## config.mk

```make
export PLATFORM = sky130hd
export DESIGN_NAME = uart_tx_arbiter
export DESIGN_NICKNAME = d
export VERILOG_FILES = /design/src/rtl/uart_tx_arbiter.sv
export SDC_FILE = /design/constraint.sdc
export NUM_CORES = 1
export LEC_CHECK = 0
export CAP_MARGIN = 20
export CORE_AREA = 2 2 91 93
export DETAILED_ROUTE_END_ITERATION = 7
export DIE_AREA = 0 0 93 95
export GPL_TIMING_DRIVEN = 0
export SLEW_MARGIN = 20
export SYNTH_ARGS = -nofsm -noshare
export SYNTH_HDL_FRONTEND = slang
export SYNTH_SLANG_ARGS = --single-unit
export TNS_END_PERCENT = 1
```

## constraint.sdc

```tcl
create_clock -name clk -period 3.58 [get_ports clk]
set_input_delay 0.537 -clock clk [delete_from_list [all_inputs] [get_ports clk]]
set_output_delay 0.537 -clock clk [all_outputs]
set_load 0.02 [all_outputs]
```

## src/rtl/uart_tx_arbiter.sv

```systemverilog
// Round-robin arbiter sharing one UART byte transmitter among N requesters.
// The grant is held for a whole multi-byte message, with an idle-lock timeout.
module uart_tx_arbiter #(
  parameter int N            = 4,
  parameter int LOCK_TIMEOUT = 1024,
  localparam int IW          = (N > 1) ? $clog2(N) : 1
) (
  input  logic            clk,
  input  logic            reset_n,
  input  logic [N-1:0]    req_valid,
  input  logic [N*8-1:0]  req_data,
  input  logic [N-1:0]    req_last,
  output logic [N-1:0]    req_ready,
  output logic            tx_send_req,
  output logic [7:0]      tx_data,
  input  logic            tx_busy,
  output logic [IW-1:0]   grant_id,
  output logic            locked,
  output logic            lock_abort
);

  localparam logic [1:0] ST_ARB   = 2'd0;
  localparam logic [1:0] ST_ISSUE = 2'd1;
  localparam logic [1:0] ST_WAIT  = 2'd2;

  logic [1:0]    state;
  logic [IW-1:0] ptr;
  logic          seen_busy;
  logic [31:0]   idle_cnt;

  logic          arb_phase;
  logic          owner_valid;
  logic          grant_valid;
  logic [IW-1:0] winner;
  logic [7:0]    win_data;
  logic          idle_count_en;
  logic          abort_now;
  int            cand;

  function automatic logic [IW-1:0] next_idx(input logic [IW-1:0] idx);
    if (int'(idx) == N - 1) return '0;
    return idx + IW'(1);
  endfunction

  // WAIT with busy already observed and now low behaves as ARB, so the next
  // byte can be accepted in the very cycle the transmitter goes idle.
  always_comb begin
    arb_phase     = (state == ST_ARB) ||
                    ((state == ST_WAIT) && seen_busy && !tx_busy);
    owner_valid   = req_valid[grant_id];
    grant_valid   = 1'b0;
    winner        = '0;
    cand          = 0;
    if (arb_phase && !tx_busy) begin
      if (locked) begin
        grant_valid = owner_valid;
        winner      = grant_id;
      end else begin
        // Descending scan so the candidate closest to ptr is assigned last.
        for (int k = N - 1; k >= 0; k--) begin
          cand = (int'(ptr) + k) % N;
          if (req_valid[cand]) begin
            grant_valid = 1'b1;
            winner      = IW'(cand);
          end
        end
      end
    end
    idle_count_en = arb_phase && locked && !owner_valid;
    abort_now     = idle_count_en && (idle_cnt == 32'(LOCK_TIMEOUT - 1));
    win_data      = req_data[int'(winner) * 8 +: 8];
    req_ready     = '0;
    if (reset_n && grant_valid) req_ready[winner] = 1'b1;
  end

  always_ff @(posedge clk or negedge reset_n) begin
    if (!reset_n) begin
      state       <= ST_ARB;
      ptr         <= '0;
      seen_busy   <= 1'b0;
      idle_cnt    <= '0;
      locked      <= 1'b0;
      tx_send_req <= 1'b0;
      tx_data     <= 8'h00;
      grant_id    <= '0;
      lock_abort  <= 1'b0;
    end else begin
      tx_send_req <= 1'b0;
      lock_abort  <= 1'b0;
      if (grant_valid) begin
        tx_data     <= win_data;
        grant_id    <= winner;
        tx_send_req <= 1'b1;
        locked      <= !req_last[winner];
        if (req_last[winner]) ptr <= next_idx(winner);
        idle_cnt    <= '0;
        state       <= ST_ISSUE;
      end else if (abort_now) begin
        locked     <= 1'b0;
        ptr        <= next_idx(grant_id);
        lock_abort <= 1'b1;
        idle_cnt   <= '0;
        state      <= ST_ARB;
      end else begin
        if (!locked) idle_cnt <= '0;
        else if (idle_count_en) idle_cnt <= idle_cnt + 32'd1;
        case (state)
          ST_ISSUE: begin
            state     <= ST_WAIT;
            seen_busy <= 1'b0;
          end
          ST_WAIT: begin
            if (!seen_busy) begin
              if (tx_busy) seen_busy <= 1'b1;
            end else if (!tx_busy) begin
              state <= ST_ARB;
            end
          end
          default: state <= ST_ARB;
        endcase
      end
    end
  end

endmodule
```

Word level (Yosys, flattened, before mapping)
Cells that the tools add are included.
{"block": "word_totals", "regBits": 50, "out_inout_bits": 17, "wordCells": 118}
{"block": "classes", "n_addsub": 6, "order_cmp": 7, "eq_ne": 9, "shift": 1, "mux": 60, "bitwise_logic": 5, "n_reduce_logical": 21}
{"op": "32-bit two-way mux", "n": 4}
{"op": "2-bit two-way mux", "n": 17}
{"op": "32-bit by 1-bit adder with 32-bit output, second input constant", "n": 1}
{"op": "32-bit by 10-bit equality test with 1-bit output, second input constant", "n": 1}
{"op": "32-bit by 6-bit variable part select with 8-bit output", "n": 1}
{"op": "1-bit two-way mux", "n": 29}
{"op": "1-bit binary-select mux with 2-bit select", "n": 6}
{"op": "3-bit by 4-bit less-than comparator with 1-bit output, second input constant", "n": 3}
{"op": "2-bit by 3-bit less-than comparator with 1-bit output, second input constant", "n": 3}
{"op": "1-bit logical AND", "n": 8}
{"op": "4-bit != test, second input constant", "n": 2}
{"op": "2-bit by 1-bit adder with 2-bit output, second input constant", "n": 3}
{"op": "2-bit by 1-bit equality test with 1-bit output, second input constant", "n": 3}
{"op": "2-bit OR reduction", "n": 3}
{"op": "2-bit adder, second input constant", "n": 2}
{"op": "4-bit two-way mux", "n": 1}
{"op": "4-bit by 1-bit != test with 1-bit output, second input constant", "n": 1}
{"op": "2-bit case mux with 2 select lines", "n": 1}
{"op": "2-bit AND reduction", "n": 2}
{"op": "2-bit nonzero test", "n": 2}
{"op": "1-bit AND, first input constant", "n": 3}
{"op": "1-bit zero test", "n": 3}
{"op": "3-bit AND reduction", "n": 1}
{"op": "1-bit demux with 2-bit select", "n": 1}
{"op": "7 further kinds", "n": 8}

Logic depth before layout (Yosys ltp)
Gate-level depths: netlist (run 1).
{"block": "depth", "ltp_word": 19, "ltp_mapped": 12}

Worst setup path before layout (run 1)
OpenSTA, ideal clock, no wires.
{"block": "synth_timing", "kind": "input to output", "from": "input port req_valid[3]", "to": "output port req_ready[3]", "t_arrival_ns": 2.278, "required_ns": 3.043, "setup_slack_ns": 0.765, "cell_stages": 9, "n_path_buf": 2, "cell_sequence": "mux2_2 > a21oi_1 > o21ai_0 > o221ai_1 > buf_2 > buf_2 > inv_1 > ha_1 > and3_1"}
{"block": "synth_via", "elab_chain_len": 14, "elab_cells_between_ends": 32, "cone_classes": "2 x order compare; 28 x mux; 2 x reduce/logical"}
{"element": "from (decl)", "line_no": "10", "text": "input logic [N-1:0] req_valid,"}
{"element": "1-bit binary-select mux with 2-bit select", "line_no": "62", "text": "if (req_valid[cand]) begin"}
{"element": "1-bit two-way mux (not written as such) (2 in a row)", "line_no": "62"}
{"element": "2-bit two-way mux (3 in a row)", "line_no": "62"}
{"element": "2-bit two-way mux (*)", "line_no": "62"}
{"element": "2-bit two-way mux (*)", "line_no": "55", "text": "if (locked) begin"}
{"element": "2-bit two-way mux (*)", "line_no": "54", "text": "if (arb_phase && !tx_busy) begin"}
{"element": "net winner[1]", "line_no": "34", "text": "logic [IW-1:0] winner;"}
{"element": "2-bit by 3-bit less-than comparator with 1-bit output (not written as such) / 2-bit by 1-bit >= comparator with 1-bit output (equally long branches)", "line_no": "73", "text": "if (reset_n && grant_valid) req_ready[winner] = 1'b1;"}
{"element": "1-bit logical AND (not written as such)", "line_no": "73"}
{"element": "1-bit two-way mux (not written as such)", "line_no": "73"}
{"element": "1-bit demux with 2-bit select (*)", "line_no": "73"}
{"element": "4-bit two-way mux (*)", "line_no": "73"}
{"element": "to (decl)", "line_no": "13", "text": "output logic [N-1:0] req_ready,"}
The timed path passes the listed nets; every way through them passes the cells marked *. The select of a mux whose other input is x is not followed.

Final worst setup path (run 1)
{"block": "layout_timing", "from": "input port req_valid[3]", "to": "output port req_ready[2]"}
The elaborated chain is that of the path after synthesis.

==> parameters.txt, run 1 <==
Parameter                              Value

Outcome
  Result of the run    complete, no violations

STA
  Pins over their slew limit    0
  Crit share post-route    0.933
  Post-layout minimum cycle time    3.34 ns
  Relative slew slack    0.549
  Final-layout worst hold slack    roughly 0.27 ns
  RSZ-0062 raised after global routing    no
  Final Hold Viols    0
  Final setup viols    0
  Setup skew after layout    0.00513 ns
  Slew at the pin with the worst max-slew slack    ~0.68 ns
  Highest Clock Rate    299 MHz

Power and ir drop
  Leakage power summed over all cells    1.63 nW
  Peak ir drop on the vdd network    around 0.28 mV
  PD cells    551 mW/mm^2

Worst setup path
  Data arrival time of the critical path    approximately 2.8 ns
  CP Data Required Time    3.04 ns
  Largest stage delay on the critical path    roughly 0.5 ns
  Cells along the critical path    clkdlybuf4s50_1 > mux2_2 > a21oi_1 > o21ai_0 > o221ai_2 > buf_6 > inv_1 > ha_1 > and3_1 > dlygate4sd2_1
  Reg-to-reg setup timing slack    0.90 ns
  CP Depth    10
  Number of cells on the worst reg-to-reg path    8
  Crit path max-delay family    buffers and inverters
  Startpoint types    input port
  CP max stage cell    sky130_fd_sc_hd__clkdlybuf4s50_1
  Kind of end point of the critical path    output port
  Maximum fanout encountered on the critical timing path    20
  Buf+Inv Stages, Crit Path    4
  Category of the most critical setup path    in2out

Cells and area
  Area growth, synth to finish    28.1%
  Count of filler cells inserted in the layout    793
  Ratio of cells with drive above 1 in the final layout    0.0941
  Antenna fix cells    0
  Post-layout net count    ~420
  Post-route core utilization    0.473

Clocking
  TritonCTS clock tree    yes
  Root Driver    sky130_fd_sc_hd__clkbuf_8
  Clock-pin slew of the registers on the worst-case setup and hold paths    0.09 ns
  Max Buffers Root-to-Sink    2
  Clock sink total    50
  Total of hold buffers inserted after clock tree synthesis    0
  H-tree Lvls    2
  Clk_lat worst skew    0.30 ns
  Total clock buffers created by CTS    5

Die
  Initial cell density of the core    0.369
  IO Pins    60
  Cell row count    33
  Full die area    between 0.008 and 0.009 sq mm
  Placeable Area    0.00793 sq mm
  Width of the die    93 um
  Die span in y    95 um

Logic synthesis
  Yosys Warn Count    0
  Netlist area before placement    0.00293 sq mm
  Total nets after synthesis    357
  Count of unique library cells instantiated by Yosys    47
  Part of the Yosys area used for sequential elements    0.428
  Dominant synthesized flop cell    sky130_fd_sc_hd__dfrtp_1
  Post-synth EDFFs    0
  Synthesized area divided by synthesized cell count    9.60 sq um
  Post-synthesis sequential element count    50
  Proportion of synthesized flip-flops having asynchronous set or reset    1.00
  Mapped Cells    slightly above 300

Worst hold path
  Worst hold-check path type    in2async

Route
  Number of DRC markers after the initial detailed-route iteration    approximately 110
  Detail-routed via count per cell    between 5 and 6
  Vias after detailed routing    around 2500
  Mean routed wirelength per cell    14.4 um
  Final wirelength    6.87 mm
  DRC violations left    0
  1st-pass router iterations    4
  Antenna-violating nets left    0

Placement
  Sum of net half-perimeters after detailed placement    5.09 mm
  Final weighted congestion in routability-driven placement    0.790
  Port buffer count    59

Global routing
  Vias in the first global route    around 2500
  Antenna violations before repair    0
  First-pass GRT wire length    roughly 12 mm
  Aggregate global routing overflow    0
  Pin count of the biggest net entering global routing    55
  Overall fraction of global-route tracks in use    0.171

Flow run
  Max cap viols    0
per-layer routing:
layer / GRT usage / vias up / share of wire
met1: 0.211 / 1151 / 0.44
met3: 0.0535 / 9 / 0.074
li1: - / 1224 / -
met5: 0 / - / 0
met2: 0.292 / 75 / 0.48
met4: 0.0441 / 0 / 0.013
cell families after synthesis:
family                   Yosys count  synth area share
AO/OA/AOI/OAI                     52             0.124
XOR/XNOR                          24            0.0718
adder cells (fa/ha/maj)           10            0.0419
buffers and inverters             23            0.0363
flip-flops                        50             0.428
multiplexers                      21            0.0817
AND/OR/NAND/NOR                  125             0.216
Yosys cell counts, types with 6 or more instances:
master / n / area share
sky130_fd_sc_hd__and3_1: 9 / 0.019
sky130_fd_sc_hd__ha_1: 9 / 0.038
sky130_fd_sc_hd__nand3_1: 6 / 0.010
sky130_fd_sc_hd__o21ai_0: 8 / 0.014
sky130_fd_sc_hd__mux2_2: 9 / 0.035
sky130_fd_sc_hd__dfrtp_1: 50 / 0.43
sky130_fd_sc_hd__inv_1: 9 / 0.012
sky130_fd_sc_hd__clkbuf_1: 6 / 0.0077
sky130_fd_sc_hd__nor3_1: 6 / 0.010
sky130_fd_sc_hd__a21oi_1: 8 / 0.014
sky130_fd_sc_hd__xnor2_1: 8 / 0.024
sky130_fd_sc_hd__o31ai_1: 9 / 0.023
sky130_fd_sc_hd__nand2_1: 26 / 0.033
sky130_fd_sc_hd__xor2_1: 16 / 0.048
sky130_fd_sc_hd__mux2i_1: 10 / 0.034
sky130_fd_sc_hd__or3_1: 7 / 0.015
sky130_fd_sc_hd__buf_2: 6 / 0.010
sky130_fd_sc_hd__nor2_1: 38 / 0.049
sky130_fd_sc_hd__nand4_1: 11 / 0.024
sky130_fd_sc_hd__a22oi_1: 9 / 0.023
area by class of cell:
| type | count | area [sq um] | share of cell area |
|---|---|---|---|
| multi-input cells | 232 | 1580 | 0.420 |
| flip-flops and latches | 50 | 1250 | 0.334 |
| repair buffers | 60 | 591 | 0.158 |
| well taps | 105 | 131 | 0.0350 |
| clock buffers | 7 | 86.3 | 0.0230 |
| plain buffers | 12 | 66.3 | 0.0177 |
| inverters | 10 | 42.5 | 0.0113 |
| clock inverters | 1 | 5.00 | 0.00134 |
metrics by stage:
stage / power [W] / area [sq um] / cells / setup slack [ns] / setup TNS, ns
final: 0.00207 / 3750 / 477 / 0.240 / 0
after CTS: 0.00211 / 3750 / 478 / 0.0726 / 0
after detailed placement: 0.00174 / 3650 / 469 / -0.585 / -2.21
after global placement: 0.00173 / 3650 / 469 / -0.764 / -3.05
after floorplan: 0.00137 / 2930 / 305 / 0.765 / 0
after global routing: 0.00224 / 3750 / 477 / 0.0728 / 0
worst paths after layout:
path | startpoint | to
setup / recovery | req_valid[3] | req_ready[2]
hold / removal | reset_n | idle_cnt[5]
setup reg to reg | idle_cnt[23] | ptr[1]
hold reg to reg | tx_data[1] | tx_data[1]
max in group asynchronous | reset_n | idle_cnt[1]
min in group clk | tx_data[1] | tx_data[1]
power by group:
part	internal, W	switching, W	leakage, nW
Combinational	0.000444	0.000551	0.909
Sequential	0.000660	0.0000717	0.671
Clock	0.000156	0.000183	0.0482
placed cells by master, fill, tap and decap left out, types with 4 or more instances in the layout:
cell | netlist | routed
sky130_fd_sc_hd__a21oi_1 | 8 | 8
sky130_fd_sc_hd__clkbuf_8 | 0 | 6
sky130_fd_sc_hd__xor2_1 | 16 | 16
sky130_fd_sc_hd__a22oi_1 | 9 | 9
sky130_fd_sc_hd__nor4_1 | 4 | 4
sky130_fd_sc_hd__nand2_1 | 26 | 26
sky130_fd_sc_hd__nor2_1 | 38 | 38
sky130_fd_sc_hd__dlygate4sd2_1 | 0 | 4
sky130_fd_sc_hd__o31ai_1 | 9 | 9
sky130_fd_sc_hd__and3_1 | 9 | 9
sky130_fd_sc_hd__nand4_1 | 11 | 11
sky130_fd_sc_hd__nand3_1 | 6 | 6
sky130_fd_sc_hd__nor3_1 | 6 | 6
sky130_fd_sc_hd__mux2i_1 | 10 | 10
sky130_fd_sc_hd__clkdlybuf4s50_1 | 0 | 54
sky130_fd_sc_hd__or3_1 | 7 | 7
sky130_fd_sc_hd__buf_2 | 6 | 4
sky130_fd_sc_hd__and4_1 | 5 | 5
sky130_fd_sc_hd__a21o_1 | 4 | 4
sky130_fd_sc_hd__o21ai_0 | 8 | 8
sky130_fd_sc_hd__inv_1 | 9 | 9
sky130_fd_sc_hd__mux2_2 | 9 | 9
sky130_fd_sc_hd__xnor2_1 | 8 | 8
sky130_fd_sc_hd__ha_1 | 9 | 9
sky130_fd_sc_hd__dfrtp_1 | 50 | 50
sky130_fd_sc_hd__clkbuf_1 | 6 | 6
repair_timing:
action / in CTS / in global routing
setup buffers: 1 / 0
pin swaps: 1 / 0
setup endpoints to repair: 4 / 4
gates resized for setup: 8 / 2
worst register-to-register path, cell delays in order, from the launching register on:
cell and delay, ns:
sky130_fd_sc_hd__dfrtp_1 0.45, sky130_fd_sc_hd__or4_1 0.52, sky130_fd_sc_hd__or4_1 0.48, sky130_fd_sc_hd__nor2_1 0.12, sky130_fd_sc_hd__and4_1 0.22, sky130_fd_sc_hd__buf_6 0.13
sky130_fd_sc_hd__nor2_4 0.04, sky130_fd_sc_hd__a221o_1 0.31, sky130_fd_sc_hd__mux2_4 0.31
state kept, by name (all words and copies together) (netlist names):
name,flops
tx_data,8
lock_abort,1
locked,1
tx_send_req,1
ptr,2
idle_cnt,32
grant_id,2
state,2
seen_busy,1
Power figures use the tool's default switching activity.
==> inputs of run 2 (changes only) <==
- CORE_AREA: 2 2 91 93 -> 2 2 102 84
- DIE_AREA: 0 0 93 95 -> 0 0 104 86
==> parameters.txt, run 2 (same netlist as run 1, synthesis figures left out) <==
Parameter                              Value

Outcome
  Result of the run    complete, no violations (unchanged)

STA
  Final setup viols    0 (unchanged)
  Total negative slack    0 ns (unchanged)
  Relative slew slack    0.553 (was 0.549)
  Post-layout minimum cycle time    3.14 ns (was 3.34 ns)
  Crit share post-route    0.878 (was 0.933)
  RSZ-0062 raised after global routing    no (unchanged)
  Worst-case setup margin in the final layout    0.436 ns (was 0.240 ns)
  Final-layout worst hold slack    0.249 ns (was 0.267 ns)
  Highest Clock Rate    318 MHz (was 299 MHz)
  Pins over their slew limit    0 (unchanged)
  Setup skew after layout    0.00803 ns (was 0.00513 ns)
  Final Hold Viols    0 (unchanged)
  Slew at the pin with the worst max-slew slack    0.670 ns (was 0.676 ns)

Route
  Antenna-violating nets left    0 (unchanged)
  Routed met1 length    3.51 mm (was 3.00 mm)
  Met2 layer wire length in the routed design    2.99 mm (was 3.27 mm)
  Detail-routed via count per cell    5.13 (was 5.16)
  Vias after detailed routing    2468 (was 2459)
  DRC violations left    0 (unchanged)
  Final wirelength    6.85 mm (was 6.87 mm)
  Detailed-routed wire length on met3    271 um (was 506 um)
  Uppermost layer routed    met4 (unchanged)
  Mean routed wirelength per cell    14.2 um (was 14.4 um)
  Number of DRC markers after the initial detailed-route iteration    144 (was 105)
  1st-pass router iterations    4 (unchanged)

Cells and area
  Area taken by flip-flops and latches    0.00125 sq mm (unchanged)
  Post-route core utilization    0.481 (was 0.473)
  Area of the multi-input gates    0.00158 sq mm (unchanged)
  Register with the most flip-flops    idle_cnt (unchanged)
  Most frequent cells in the layout    54 x sky130_fd_sc_hd__clkdlybuf4s50_1, 50 x sky130_fd_sc_hd__dfrtp_1, 38 x sky130_fd_sc_hd__nor2_1, 26 x sky130_fd_sc_hd__nand2_1, 16 x sky130_fd_sc_hd__xor2_1 (unchanged)
  Area growth, synth to finish    28.9% (was 28.1%)
  Largest registers in the final layout    idle_cnt (32), tx_data (8) (unchanged)
  Max FFs per register    32 (unchanged)
  Most frequent standard cell in the layout excluding fill and tap cells    sky130_fd_sc_hd__clkdlybuf4s50_1 (unchanged)
  Count of filler cells inserted in the layout    763 (was 793)
  Post-layout net count    424 (was 423)
  Ratio of cells with drive above 1 in the final layout    0.0965 (was 0.0941)
  Antenna fix cells    0 (unchanged)

Global routing
  Aggregate global routing overflow    0 (unchanged)
  Antenna violations before repair    0 (unchanged)
  Pin count of the biggest net entering global routing    55 (unchanged)
  Overall fraction of global-route tracks in use    0.164 (was 0.171)
  Vias in the first global route    2456 (was 2548)
  First-pass GRT wire length    11.9 mm (was 12.1 mm)

Clocking
  Root Driver    sky130_fd_sc_hd__clkbuf_8 (unchanged)
  Total clock buffers created by CTS    5 (unchanged)
  TritonCTS clock tree    yes (unchanged)
  Max Buffers Root-to-Sink    2 (unchanged)
  Clk_lat worst skew    0.31 ns (was 0.30 ns)
  Total of hold buffers inserted after clock tree synthesis    0 (unchanged)
  Clock sink total    50 (unchanged)
  Clock-pin slew of the registers on the worst-case setup and hold paths    0.08 ns (was 0.09 ns)
  H-tree Lvls    2 (unchanged)

Worst setup path
  CP Data Required Time    3.04 ns (about the same)
  Category of the most critical setup path    in2out (unchanged)
  Kind of end point of the critical path    output port (unchanged)
  Data arrival time of the critical path    2.61 ns (was 2.80 ns)
  Startpoint types    input port (unchanged)
  Maximum fanout encountered on the critical timing path    10 (was 20)

Die
  Cell row count    29 (was 33)
  Width of the die    104 um (was 93 um)
  Placeable Area    0.00784 sq mm (was 0.00793 sq mm)
  Initial cell density of the core    0.373 (was 0.369)
  IO Pins    60 (unchanged)
  Die span in y    86 um (was 95 um)
  Full die area    0.00894 sq mm (was 0.00884 sq mm)

Placement
  Port buffer count    59 (unchanged)
  Sum of net half-perimeters after detailed placement    4.97 mm (was 5.09 mm)
  Minimum setup slack after placement    -0.610 ns (was -0.585 ns)
  Final weighted congestion in routability-driven placement    0.802 (was 0.790)

Power and ir drop
  Total power of the final layout    0.00209 W (was 0.00207 W)
  Leakage power summed over all cells    1.69 nW (was 1.63 nW)
  Peak ir drop on the vdd network    0.262 mV (was 0.278 mV)
  PD cells    554 mW/mm^2 (was 551 mW/mm^2)

Flow run
  Max cap viols    0 (unchanged)

Worst hold path
  Worst hold-check path type    in2async (unchanged)
[run 2: cell count changes in the layout (fill, tap and decap cells not counted)]
cell / previous run / this run
sky130_fd_sc_hd__buf_2: 4 / 5
sky130_fd_sc_hd__dlygate4sd2_1: 4 / 0
sky130_fd_sc_hd__dlymetal6s2s_1: 0 / 4
[run 2: final timing paths]
check / cells after the start / slack, ns / end / from
max: 10 / 0.44 / req_ready[2] / req_valid[3]
min: 1 / 0.25 / ptr[0] / reset_n
max reg2reg: 8 / 0.84 / ptr[1] / idle_cnt[23]
min reg2reg: 2 / 0.52 / tx_data[6] / tx_data[6]
max in group asynchronous: 1 / 2.87 / idle_cnt[23] / reset_n
min in group clk: 2 / 0.52 / tx_data[6] / tx_data[6]
[run 2: power by group]
part / switching, W / total [W] / internal [W]
Combinational: 0.000561 / 0.00101 / 0.000450
Clock: 0.000187 / 0.000344 / 0.000156
Sequential: 0.0000738 / 0.000734 / 0.000660
[run 2: what timing repair did]
item / in CTS / in global routing
endpoints found under the setup margin: 4 / 4
resized for setup: 4 / 4
buffers inserted: 1 / 0
gates cloned: 1 / 0
endpoints found under the hold margin: 0 / 0
pin swaps: 1 / 0
[run 2: layout make-up]
class / count / area share
Multi-Input combinational cell: 232 / 0.418
Clock buffer: 7 / 0.0229
Sequential cell: 50 / 0.332
Tap cell: 108 / 0.0358
Clock inverter: 1 / 0.00133
Timing Repair Buffer: 61 / 0.162
Inverter: 10 / 0.0113
Buffer: 12 / 0.0176
[run 2: layer usage]
layer,vias to the layer above,GRT usage
met1,1179,0.228
met5,-,0
met3,7,0.0357
met4,0,0.0479
li1,1234,-
met2,48,0.258
[run 2: worst max-delay path: stages]
cell and delay (ns):
sky130_fd_sc_hd__clkdlybuf4s50_1 0.50, sky130_fd_sc_hd__mux2_2 0.30, sky130_fd_sc_hd__a21oi_1 0.13, sky130_fd_sc_hd__o21ai_0 0.11, sky130_fd_sc_hd__o221ai_2 0.22, sky130_fd_sc_hd__buf_6 0.20, sky130_fd_sc_hd__inv_1 0.07, sky130_fd_sc_hd__ha_1 0.17
sky130_fd_sc_hd__and3_1 0.13, sky130_fd_sc_hd__dlymetal6s2s_1 0.22
[run 2: metrics by stage]
stage	instance area [sq um]	std cells
global route	3770	481
CTS	3760	481
detailed placement	3650	472
global placement	3650	472
finish	3770	481
floorplan	2930	305
==> inputs of run 3 (changes only) <==
- GPL_TIMING_DRIVEN: 0 -> 1
==> parameters.txt, run 3 (same netlist as run 1, synthesis figures left out) <==
Parameter                              Value

Placement
  Sum of net half-perimeters after detailed placement    5.07 mm (was 4.97 mm)
  Final weighted congestion in routability-driven placement    0.800 (was 0.802)
  Post-placement cell area    0.00363 sq mm (was 0.00365 sq mm)
  Port buffer count    59 (unchanged)

STA
  Final setup viols    0 (unchanged)
  Crit share post-route    0.942 (was 0.878)
  Final-layout worst hold slack    0.115 ns (was 0.249 ns)
  Setup skew after layout    0.0139 ns (was 0.00803 ns)
  RSZ-0062 raised after global routing    no (unchanged)
  Pins over their slew limit    0 (unchanged)
  Slew at the pin with the worst max-slew slack    0.544 ns (was 0.670 ns)
  Total negative slack    0 ns (unchanged)
  Highest Clock Rate    297 MHz (was 318 MHz)
  Final Hold Viols    0 (unchanged)
  Post-layout minimum cycle time    3.37 ns (was 3.14 ns)
  Relative slew slack    0.636 (was 0.553)

Global routing
  First-pass GRT wire length    11.8 mm (was 11.9 mm)
  Aggregate global routing overflow    0 (unchanged)
  Pin count of the biggest net entering global routing    41 (was 55)
  Antenna violations before repair    0 (unchanged)
  Vias in the first global route    2400 (was 2456)
  Overall fraction of global-route tracks in use    0.161 (was 0.164)

Worst setup path
  Number of cells on the worst reg-to-reg path    8 (unchanged)
  Capture instance of the worst register-to-register path    idle_cnt[1] (was ptr[1])
  Kind of end point of the critical path    output port (unchanged)
  Worst flop-to-flop path startpoint    idle_cnt[23] (unchanged)
  Maximum fanout encountered on the critical timing path    5 (was 10)
  Category of the most critical setup path    in2out (unchanged)
  CP Data Required Time    3.04 ns (about the same)
  Data arrival time of the critical path    2.83 ns (was 2.61 ns)
  Reg-to-reg setup timing slack    0.77 ns (was 0.84 ns)
  Startpoint types    input port (unchanged)

Die
  IO Pins    60 (unchanged)
  Initial cell density of the core    0.373 (unchanged)
  Width of the die    104 um (unchanged)
  Full die area    0.00894 sq mm (unchanged)
  Placeable Area    0.00784 sq mm (unchanged)
  Die span in y    86 um (unchanged)
  Cell row count    29 (unchanged)

Cells and area
  Antenna fix cells    0 (unchanged)
  Register with the most flip-flops    idle_cnt (unchanged)
  Largest registers in the final layout    idle_cnt (32), tx_data (8) (unchanged)
  Cell area after layout    0.00374 sq mm (was 0.00377 sq mm)
  Max FFs per register    32 (unchanged)
  Ratio of cells with drive above 1 in the final layout    0.0984 (was 0.0965)
  Most frequent cells in the layout    58 x sky130_fd_sc_hd__clkdlybuf4s50_1, 50 x sky130_fd_sc_hd__dfrtp_1, 37 x sky130_fd_sc_hd__nor2_1, 26 x sky130_fd_sc_hd__nand2_1, 16 x sky130_fd_sc_hd__xor2_1 (was 54 x sky130_fd_sc_hd__clkdlybuf4s50_1, 50 x sky130_fd_sc_hd__dfrtp_1, 38 x sky130_fd_sc_hd__nor2_1, 26 x sky130_fd_sc_hd__nand2_1, 16 x sky130_fd_sc_hd__xor2_1)
  Most frequent standard cell in the layout excluding fill and tap cells    sky130_fd_sc_hd__clkdlybuf4s50_1 (unchanged)
  Post-layout net count    417 (was 424)
  Area growth, synth to finish    27.8% (was 28.9%)

Power and ir drop
  PD cells    552 mW/mm^2 (was 554 mW/mm^2)
  Peak ir drop on the vdd network    0.256 mV (was 0.262 mV)
  Leakage power summed over all cells    1.60 nW (was 1.69 nW)

Clocking
  Clk_lat worst skew    0.30 ns (was 0.31 ns)
  H-tree Lvls    2 (unchanged)
  Clock sink total    50 (unchanged)
  TritonCTS clock tree    yes (unchanged)
  Total of hold buffers inserted after clock tree synthesis    0 (unchanged)
  Root Driver    sky130_fd_sc_hd__clkbuf_8 (unchanged)
  Clock-pin slew of the registers on the worst-case setup and hold paths    0.09 ns (was 0.08 ns)
  Total clock buffers created by CTS    5 (unchanged)
  Max Buffers Root-to-Sink    2 (unchanged)

Route
  Detail-routed via count per cell    5.21 (was 5.13)
  1st-pass router iterations    4 (unchanged)
  Antenna-violating nets left    0 (unchanged)
  Number of DRC markers after the initial detailed-route iteration    120 (was 144)
  DRC violations left    0 (unchanged)
  Vias after detailed routing    2470 (was 2468)
  Final wirelength    6.85 mm (about the same)
  Mean routed wirelength per cell    14.4 um (was 14.2 um)

Worst hold path
  Worst hold-check path type    in2async (unchanged)

Outcome
  Result of the run    complete, no violations (unchanged)

Flow run
  Max cap viols    0 (unchanged)
[run 3: final cells by class]
class / count / area [sq um]
repair buffers: 66 / 638
multi-input cells: 232 / 1580
inverters: 10 / 42.5
well taps: 108 / 135
flip-flops and latches: 50 / 1250
clock buffers: 5 / 68.8
fillers: 787 / 4100
clock inverters: 3 / 21.3
[run 3: per-layer routing]
metal | vias up | share of wire | global-route usage
li1 | 1223 | - | -
met1 | 1192 | 0.51 | 0.235
met2 | 50 | 0.45 | 0.249
met3 | 5 | 0.043 | 0.0350
met4 | 0 | 0.0063 | 0.0295
met5 | - | 0 | 0
[run 3: worst max-delay path, cell delays in order]
cell and delay, ns:
sky130_fd_sc_hd__clkdlybuf4s50_1 0.48, sky130_fd_sc_hd__maj3_1 0.37, sky130_fd_sc_hd__o21ai_0 0.21, sky130_fd_sc_hd__o221ai_2 0.12, sky130_fd_sc_hd__buf_4 0.17, sky130_fd_sc_hd__inv_1 0.08
sky130_fd_sc_hd__ha_1 0.13, sky130_fd_sc_hd__and3_1 0.14, sky130_fd_sc_hd__clkdlybuf4s50_1 0.60
[run 3: how the worst max path moves through the flow]
stage,startpoint,to,slack [ns]
finish,req_valid[0],req_ready[3],0.21
global route,req_valid[2],req_ready[1],0.04
CTS,req_valid[2],req_ready[1],0.10
detailed placement,req_valid[3],req_ready[0],-0.05
global placement,req_valid[3],req_ready[0],-0.02
floorplan,req_valid[3],req_ready[3],0.76
[run 3: power breakdown]
part | total [W] | leakage (nW) | internal, W | switching, W
Combinational | 0.000982 | 0.883 | 0.000440 | 0.000542
Clock | 0.000332 | 0.0441 | 0.000138 | 0.000195
Sequential | 0.000751 | 0.671 | 0.000660 | 0.0000910
Total | 0.00207 | 1.60 | 0.00124 | 0.000828
[run 3: repair_timing]
action                     4_1_cts  5_1_grt
setup endpoints to repair        4        4
pin swaps                        0        1
setup buffers                    0        1
gates resized for setup          1        1
[run 3: per-stage QoR]
stage	util	total power [W]	setup WS (ns)	cells
finish	0.477	0.00207	0.209	474
global route	0.477	0.00221	0.0361	474
CTS	0.476	0.00207	0.102	473
detailed placement	0.464	0.00173	-0.0451	465
global placement	0.464	0.00172	-0.0228	465
floorplan	-	0.00137	0.765	305
